`src/rtl/classifier_pkg.sv`:
```
// Shared FSM encoding and saturation bounds for the streaming argmax classifier.
package classifier_pkg;

   typedef enum logic [1:0] {
      ST_IDLE = 2'd0,
      ST_RUN  = 2'd1,
      ST_DONE = 2'd2
   } state_t;

   // Bounds are computed at 64 bits and narrowed by the user, so any ACC_W up to 64 works
   function automatic logic signed [63:0] sat_max(input int acc_w);
      return (64'sd1 <<< (acc_w - 1)) - 64'sd1;
   endfunction

   function automatic logic signed [63:0] sat_min(input int acc_w);
      return -(64'sd1 <<< (acc_w - 1));
   endfunction

endpackage

```
`src/rtl/classifier_argmax_stream_if.sv`:
```
// Beat input, result output and status signals of the streaming argmax classifier.
interface classifier_argmax_stream_if #(
   parameter int X_W        = 4,
   parameter int W_W        = 8,
   parameter int ACC_W      = 20,
   parameter int CLASS_BITS = 3
);
   logic                    start;
   logic                    in_valid;
   logic                    in_ready;
   logic signed [X_W-1:0]   x_in;
   logic signed [W_W-1:0]   w_in;
   logic                    res_valid;
   logic                    res_ready;
   logic [CLASS_BITS-1:0]   res_class;
   logic signed [ACC_W-1:0] res_score;
   logic                    busy;
   logic                    sat_flag;

   modport slave (
      input  start, in_valid, x_in, w_in, res_ready,
      output in_ready, res_valid, res_class, res_score, busy, sat_flag
   );

   modport master (
      output start, in_valid, x_in, w_in, res_ready,
      input  in_ready, res_valid, res_class, res_score, busy, sat_flag
   );
endinterface

```
`src/rtl/classifier_sat_mac.sv`:
```
// Combinational signed multiply, sign-extend and saturating accumulate.
module classifier_sat_mac
   import classifier_pkg::*;
#(
   parameter int X_W   = 4,
   parameter int W_W   = 8,
   parameter int ACC_W = 20
) (
   input  logic signed [X_W-1:0]   x,
   input  logic signed [W_W-1:0]   w,
   input  logic signed [ACC_W-1:0] acc,
   output logic signed [ACC_W-1:0] acc_next,
   output logic                    sat
);
   localparam int PROD_W = X_W + W_W;
   localparam logic signed [63:0] HI64 = sat_max(ACC_W);
   localparam logic signed [63:0] LO64 = sat_min(ACC_W);
   localparam logic signed [ACC_W-1:0] ACC_HI = HI64[ACC_W-1:0];
   localparam logic signed [ACC_W-1:0] ACC_LO = LO64[ACC_W-1:0];

   logic signed [PROD_W-1:0] prod;
   logic signed [ACC_W:0]    sum;

   assign prod = PROD_W'(x) * PROD_W'(w);
   assign sum  = (ACC_W+1)'(acc) + (ACC_W+1)'(prod);

   // One guard bit: overflow iff it disagrees with the ACC_W sign bit; the guard bit is the true sign
   always_comb begin
      sat      = sum[ACC_W] != sum[ACC_W-1];
      acc_next = sum[ACC_W-1:0];
      if (sat) begin
         acc_next = sum[ACC_W] ? ACC_LO : ACC_HI;
      end
   end
endmodule

```
`src/rtl/classifier_argmax_stream.sv`:
```
// Streams feature/weight beats class by class, scores each class with a saturating MAC, reports the argmax.
module classifier_argmax_stream
   import classifier_pkg::*;
#(
   parameter int X_W        = 4,
   parameter int W_W        = 8,
   parameter int ACC_W      = 20,
   parameter int N_FEAT     = 64,
   parameter int N_CLASSES  = 8,
   parameter int CLASS_BITS = $clog2(N_CLASSES)
) (
   input logic                      clk,
   input logic                      rst,
   classifier_argmax_stream_if.slave bus
);
   localparam int FEAT_BITS = (N_FEAT > 1) ? $clog2(N_FEAT) : 1;
   localparam logic [FEAT_BITS-1:0]  LAST_FEAT  = FEAT_BITS'(N_FEAT - 1);
   localparam logic [CLASS_BITS-1:0] LAST_CLASS = CLASS_BITS'(N_CLASSES - 1);

   state_t                  state;
   state_t                  state_next;
   logic [FEAT_BITS-1:0]    feat_cnt;
   logic [CLASS_BITS-1:0]   class_cnt;
   logic signed [ACC_W-1:0] acc;
   logic signed [ACC_W-1:0] acc_next;
   logic signed [ACC_W-1:0] best_score;
   logic [CLASS_BITS-1:0]   best_class;
   logic                    sat_flag;
   logic                    mac_sat;
   logic                    beat;
   logic                    last_feat;
   logic                    last_class;
   logic                    take_best;

   assign beat       = bus.in_valid && (state == ST_RUN);
   assign last_feat  = feat_cnt == LAST_FEAT;
   assign last_class = class_cnt == LAST_CLASS;
   assign take_best  = (class_cnt == '0) || (acc_next > best_score);

   classifier_sat_mac #(
      .X_W   (X_W),
      .W_W   (W_W),
      .ACC_W (ACC_W)
   ) u_mac (
      .x        (bus.x_in),
      .w        (bus.w_in),
      .acc      (acc),
      .acc_next (acc_next),
      .sat      (mac_sat)
   );

   always_ff @(posedge clk) begin
      if (rst) begin
         state <= ST_IDLE;
      end else begin
         state <= state_next;
      end
   end

   always_comb begin
      state_next    = state;
      bus.in_ready  = 1'b0;
      bus.res_valid = 1'b0;
      bus.busy      = 1'b0;
      unique case (state)
         ST_IDLE: begin
            if (bus.start) begin
               state_next = ST_RUN;
            end
         end
         ST_RUN: begin
            bus.in_ready = 1'b1;
            bus.busy     = 1'b1;
            if (beat && last_feat && last_class) begin
               state_next = ST_DONE;
            end
         end
         ST_DONE: begin
            bus.res_valid = 1'b1;
            bus.busy      = 1'b1;
            if (bus.res_ready) begin
               state_next = ST_IDLE;
            end
         end
         default: begin
            state_next = ST_IDLE;
         end
      endcase
   end

   // The compare uses acc_next so the class's final beat is part of its score, and acc restarts with no gap
   always_ff @(posedge clk) begin
      if (rst) begin
         feat_cnt   <= '0;
         class_cnt  <= '0;
         acc        <= '0;
         best_score <= '0;
         best_class <= '0;
         sat_flag   <= 1'b0;
      end else if ((state == ST_IDLE) && bus.start) begin
         feat_cnt  <= '0;
         class_cnt <= '0;
         acc       <= '0;
         sat_flag  <= 1'b0;
      end else if (beat) begin
         if (mac_sat) begin
            sat_flag <= 1'b1;
         end
         if (last_feat) begin
            feat_cnt <= '0;
            acc      <= '0;
            if (!last_class) begin
               class_cnt <= class_cnt + CLASS_BITS'(1);
            end
            if (take_best) begin
               best_score <= acc_next;
               best_class <= class_cnt;
            end
         end else begin
            feat_cnt <= feat_cnt + FEAT_BITS'(1);
            acc      <= acc_next;
         end
      end
   end

   assign bus.res_class = best_class;
   assign bus.res_score = best_score;
   assign bus.sat_flag  = sat_flag;
endmodule

```
`src/flat_wrapper.sv`:
```
// flat-port wrapper written by rule: the top's interface ports become plain ports
module classifier_argmax_stream_flat import classifier_pkg::*;
#(
   parameter int X_W        = 4,
   parameter int W_W        = 8,
   parameter int ACC_W      = 20,
   parameter int N_FEAT     = 64,
   parameter int N_CLASSES  = 8,
   parameter int CLASS_BITS = $clog2(N_CLASSES)
)
  (clk, rst, bus_start, bus_in_valid, bus_x_in, bus_w_in, bus_res_ready, bus_in_ready, bus_res_valid, bus_res_class, bus_res_score, bus_busy, bus_sat_flag);
  classifier_argmax_stream_if #(.X_W(X_W), .W_W(W_W), .ACC_W(ACC_W), .CLASS_BITS(CLASS_BITS)) bus_i ();
  input logic clk;
  input logic rst;
  input wire logic [$bits(bus_i.start)-1:0] bus_start;
  input wire logic [$bits(bus_i.in_valid)-1:0] bus_in_valid;
  input wire logic [$bits(bus_i.x_in)-1:0] bus_x_in;
  input wire logic [$bits(bus_i.w_in)-1:0] bus_w_in;
  input wire logic [$bits(bus_i.res_ready)-1:0] bus_res_ready;
  output wire logic [$bits(bus_i.in_ready)-1:0] bus_in_ready;
  output wire logic [$bits(bus_i.res_valid)-1:0] bus_res_valid;
  output wire logic [$bits(bus_i.res_class)-1:0] bus_res_class;
  output wire logic [$bits(bus_i.res_score)-1:0] bus_res_score;
  output wire logic [$bits(bus_i.busy)-1:0] bus_busy;
  output wire logic [$bits(bus_i.sat_flag)-1:0] bus_sat_flag;
  assign bus_i.start = bus_start;
  assign bus_i.in_valid = bus_in_valid;
  assign bus_i.x_in = bus_x_in;
  assign bus_i.w_in = bus_w_in;
  assign bus_i.res_ready = bus_res_ready;
  assign bus_in_ready = bus_i.in_ready;
  assign bus_res_valid = bus_i.res_valid;
  assign bus_res_class = bus_i.res_class;
  assign bus_res_score = bus_i.res_score;
  assign bus_busy = bus_i.busy;
  assign bus_sat_flag = bus_i.sat_flag;
  classifier_argmax_stream #(.X_W(X_W), .W_W(W_W), .ACC_W(ACC_W), .N_FEAT(N_FEAT), .N_CLASSES(N_CLASSES), .CLASS_BITS(CLASS_BITS)) u_core (.clk(clk), .rst(rst), .bus(bus_i));
endmodule
```
`config.mk`:
```
export PLATFORM = sky130hd
export DESIGN_NAME = classifier_argmax_stream_flat
export DESIGN_NICKNAME = d
export VERILOG_FILES = /design/src/rtl/classifier_pkg.sv /design/src/rtl/classifier_argmax_stream_if.sv /design/src/rtl/classifier_sat_mac.sv /design/src/rtl/classifier_argmax_stream.sv /design/src/flat_wrapper.sv
export SDC_FILE = /design/constraint.sdc
export NUM_CORES = 1
export LEC_CHECK = 0
export BUFFER_PORTS_ARGS = -buffer_cell sky130_fd_sc_hd__buf_2
export CORE_MARGIN = 2
export CORE_UTILIZATION = 56
export DETAILED_ROUTE_END_ITERATION = 8
export PLACE_DENSITY = 0.78
export SKIP_CTS_REPAIR_TIMING = 1
export SYNTH_ARGS = -nofsm -noshare
export SYNTH_HDL_FRONTEND = slang
export SYNTH_SLANG_ARGS = --single-unit
```
`constraint.sdc`:
```
create_clock -name clk -period 9.15 [get_ports clk]
set_input_delay 1.83 -clock clk [delete_from_list [all_inputs] [get_ports clk]]
set_output_delay 1.83 -clock clk [all_outputs]
set_load 0.02 [all_outputs]
```
==> results by group <==
GRT
  – Vias in the first global route: 4344
  – Grt peak-use layer: met2
  – GRT met2 Usage: 41.5%
  – Gr usage total: 23.7%
  – Met3 Resource Use GR: 3.33%
  – First-pass GRT wire length: 19500 um
  – Met1 usage: 29.5%
  – Remaining Overflow, GRT: 0
  – Initial antenna violation count: 0
  – Largest net degree at the start of global routing: 29

Timing
  – Worst Tran Pin Value: 1.08 ns
  – Setup TNS: 0 ns
  – Unrepaired setup endpoints after global routing: false
  – Final Max Tran Viols: 0
  – Peak Freq: 115 MHz
  – Skew final: 0.00541 ns
  – Max-slew headroom: 27.8%
  – Final Hold Vio Count: 0
  – Fin crit share: 95.0%
  – Finish-stage setup viols: 0
  – Period minus WS final: 8.69 ns

Critical path
  – Reg2Reg Setup Slack: 2.02 ns
  – Critical path endpoint category: register
  – Critical Path RT: 9.37 ns
  – Critical path type: input pin to register
  – Critical Path Most Common Cell: fa_1
  – Worst path max stage delay: 0.56 ns
  – Startpoint types: input pin
  – CP bufs+invs: 6
  – RR Endpoint: u_core.bus.res_score[15]
  – Reg-to-Reg Start: u_core.acc[3]
  – Worst R2R Path Depth: 26
  – Arr. time, crit path: 8.91 ns
  – CP max-delay cell: fa_1
  – CP max FO: 14
  – CP delay by family, top: adder cells

Logic synthesis
  – Asr flop ratio synth: 0%
  – Post-synth cell types: 56
  – Area leader, netlist: dfxtp_1
  – Average cell area after synthesis: 8.64 sq um
  – Area contributors post-synth: dfxtp_1 (21%), ha_1 (18%), fa_1 (16%), inv_1 (8.5%), a21oi_1 (4.3%)
  – Area share of the leading cell type in the synthesized netlist: 20.9%
  – Number of synthesized flops with an enable pin: 0
  – Commonest cells post-synth: inv_1 (119), ha_1 (74), dfxtp_1 (55), a21oi_1 (45), nand2_1 (44)
  – Post-synth top flop: dfxtp_1
  – Warnings, synthesis: 0
  – Syn Nets: 744
  – Mapped Area: 0.00528 sq mm
  – Synthesis-stage register bit count: 55
  – Count leader, synth: inv_1
  – Post-Syn Instances: 611
  – Sequential area share after synthesis: 20.9%

Die
  – Die Width: 101 um
  – Die footprint: 0.0102 sq mm
  – Io pins: 44
  – Core Box Area: 0.00920 sq mm
  – Row count: 35
  – Die Y: 101 um
  – Initial core utilization: 57.4%

CTS
  – Worst-Skew Late Latency: 0.31 ns
  – CTS tree: done
  – Clk sinks: 55
  – Clock Pin Slew Worst Setup and Hold Paths: 0.09 ns
  – H-tree Lvls: 2
  – Clock buffer depth: 2
  – Root Buffer: clkbuf_8
  – Total CTS buffers: 5

Placed design
  – I/O Buffers: 43
  – Final GP Congestion: 0.818
  – DPL Wire Length: 9460 um

Route
  – Via/cell ratio: 5.64
  – Routed Antenna Nets: 0
  – Residual DRC: 0
  – Wirelength per Cell: 14.9 um
  – Initial DRC count: 203
  – Final wirelength: 11500 um
  – Vias: 4325
  – Drt first pass iters: 5

Hold path
  – Worst min path class: register to register
  – Hold EP: u_core.bus.res_class[0]
  – Worst hold start: u_core.bus.res_class[0]
  – WHS Path Cells: 2

Cells and area
  – Filler cells: 803
  – Share of cells above drive strength 1: 12.3%
  – Synthesis-to-layout area growth: 8.65%
  – Ant diodes: 0
  – Finished Core Util: 62.4%
  – Nets@finish: 789

Outcome
  – Status: completed

Job
  – Max-cap viol count: 0
how the worst max path moves through the flow:
stage / start / to / slack [ns] / cells after the start
finish: bus_x_in[3] / u_core.bus.res_score[15] / 0.46 / 28
global route: bus_x_in[3] / u_core.bus.res_score[15] / 0.06 / 28
CTS: bus_x_in[3] / u_core.bus.res_score[15] / 0.35 / 28
detailed placement: bus_x_in[3] / u_core.bus.res_score[15] / 0.06 / 28
global placement: bus_x_in[3] / u_core.bus.res_score[15] / 0.25 / 28
floorplan: bus_x_in[2] / u_core.bus.res_score[14] / 0.48 / 28
worst register-to-register path, stage by stage (launching register included):
cell        delay, ns
dfxtp_1          0.36
inv_1            0.07
fa_1             0.52
fa_1             0.45
fa_1             0.56
inv_1            0.07
ha_1             0.28
a21o_1           0.15
a21oi_1          0.28
o21a_1           0.22
o211ai_1         0.16
a41oi_1          0.34
o21ai_1          0.14
xor2_1           0.18
ha_2             0.46
clkinvlp_4       0.24
nor3_2           0.25
buf_4            0.16
nor2_1           0.05
ha_1             0.29
nand4_1          0.18
nor4_2           0.10
a2111oi_2        0.38
mux2_2           0.40
a21o_1           0.32
or3_1            0.37
o41ai_1          0.06
area by class of cell:
class / count / area, sq um / share of cell area [%]
multi-input cells: 421 / 3670 / 63.9
flip-flops and latches: 55 / 1100 / 19.2
inverters: 121 / 458 / 7.99
repair buffers: 52 / 283 / 4.93
well taps: 111 / 139 / 2.42
clock buffers: 6 / 82.6 / 1.44
clock inverters: 1 / 5.00 / 0.0873
cells by family after synthesis:
group	synth area share (%)
AND/OR/NAND/NOR	12.3
XOR/XNOR	4.43
adder cells (fa/ha/maj)	33.5
buffers and inverters	9.77
multiplexers	1.16
AO/OA/AOI/OAI	18.0
flip-flops	20.9
registers in the layout (all words and copies together) (netlist names):
name,cells
u_core.acc,20
u_core.class_cnt,3
u_core.bus.res_score,20
u_core.bus.res_class,3
u_core.bus.sat_flag,1
u_core.feat_cnt,6
u_core.state,2
cells in the final DEF, fill, tap and decap left out, types with 22 or more instances in the layout:
cell,netlist,final
fa_1,42,42
nand2_1,44,44
buf_2,4,43
nor2_1,33,33
dfxtp_1,55,55
and2_1,22,22
ha_1,74,72
inv_1,119,119
a21oi_1,45,45
layer usage:
metal	part of all wire, %	up-vias
li1	-	2104
met1	43	2084
met2	50	107
met3	4.4	30
met4	2.8	0
met5	0	-
metrics by stage:
step           std cells  setup WS (ns)  instance area [sq um]  hold WS (ns)
2_1_floorplan        611          0.481                   5280         0.432
3_3_place_gp         760          0.247                   5640         0.438
3_5_place_dp         760         0.0583                   5640         0.445
4_1_cts              767          0.348                   5730         0.457
5_1_grt              767         0.0634                   5730         0.484
6_report             767          0.458                   5730         0.456
Power is not shown: default switching activity piles up to over one toggle a cycle in this logic, so the estimate is an artifact.
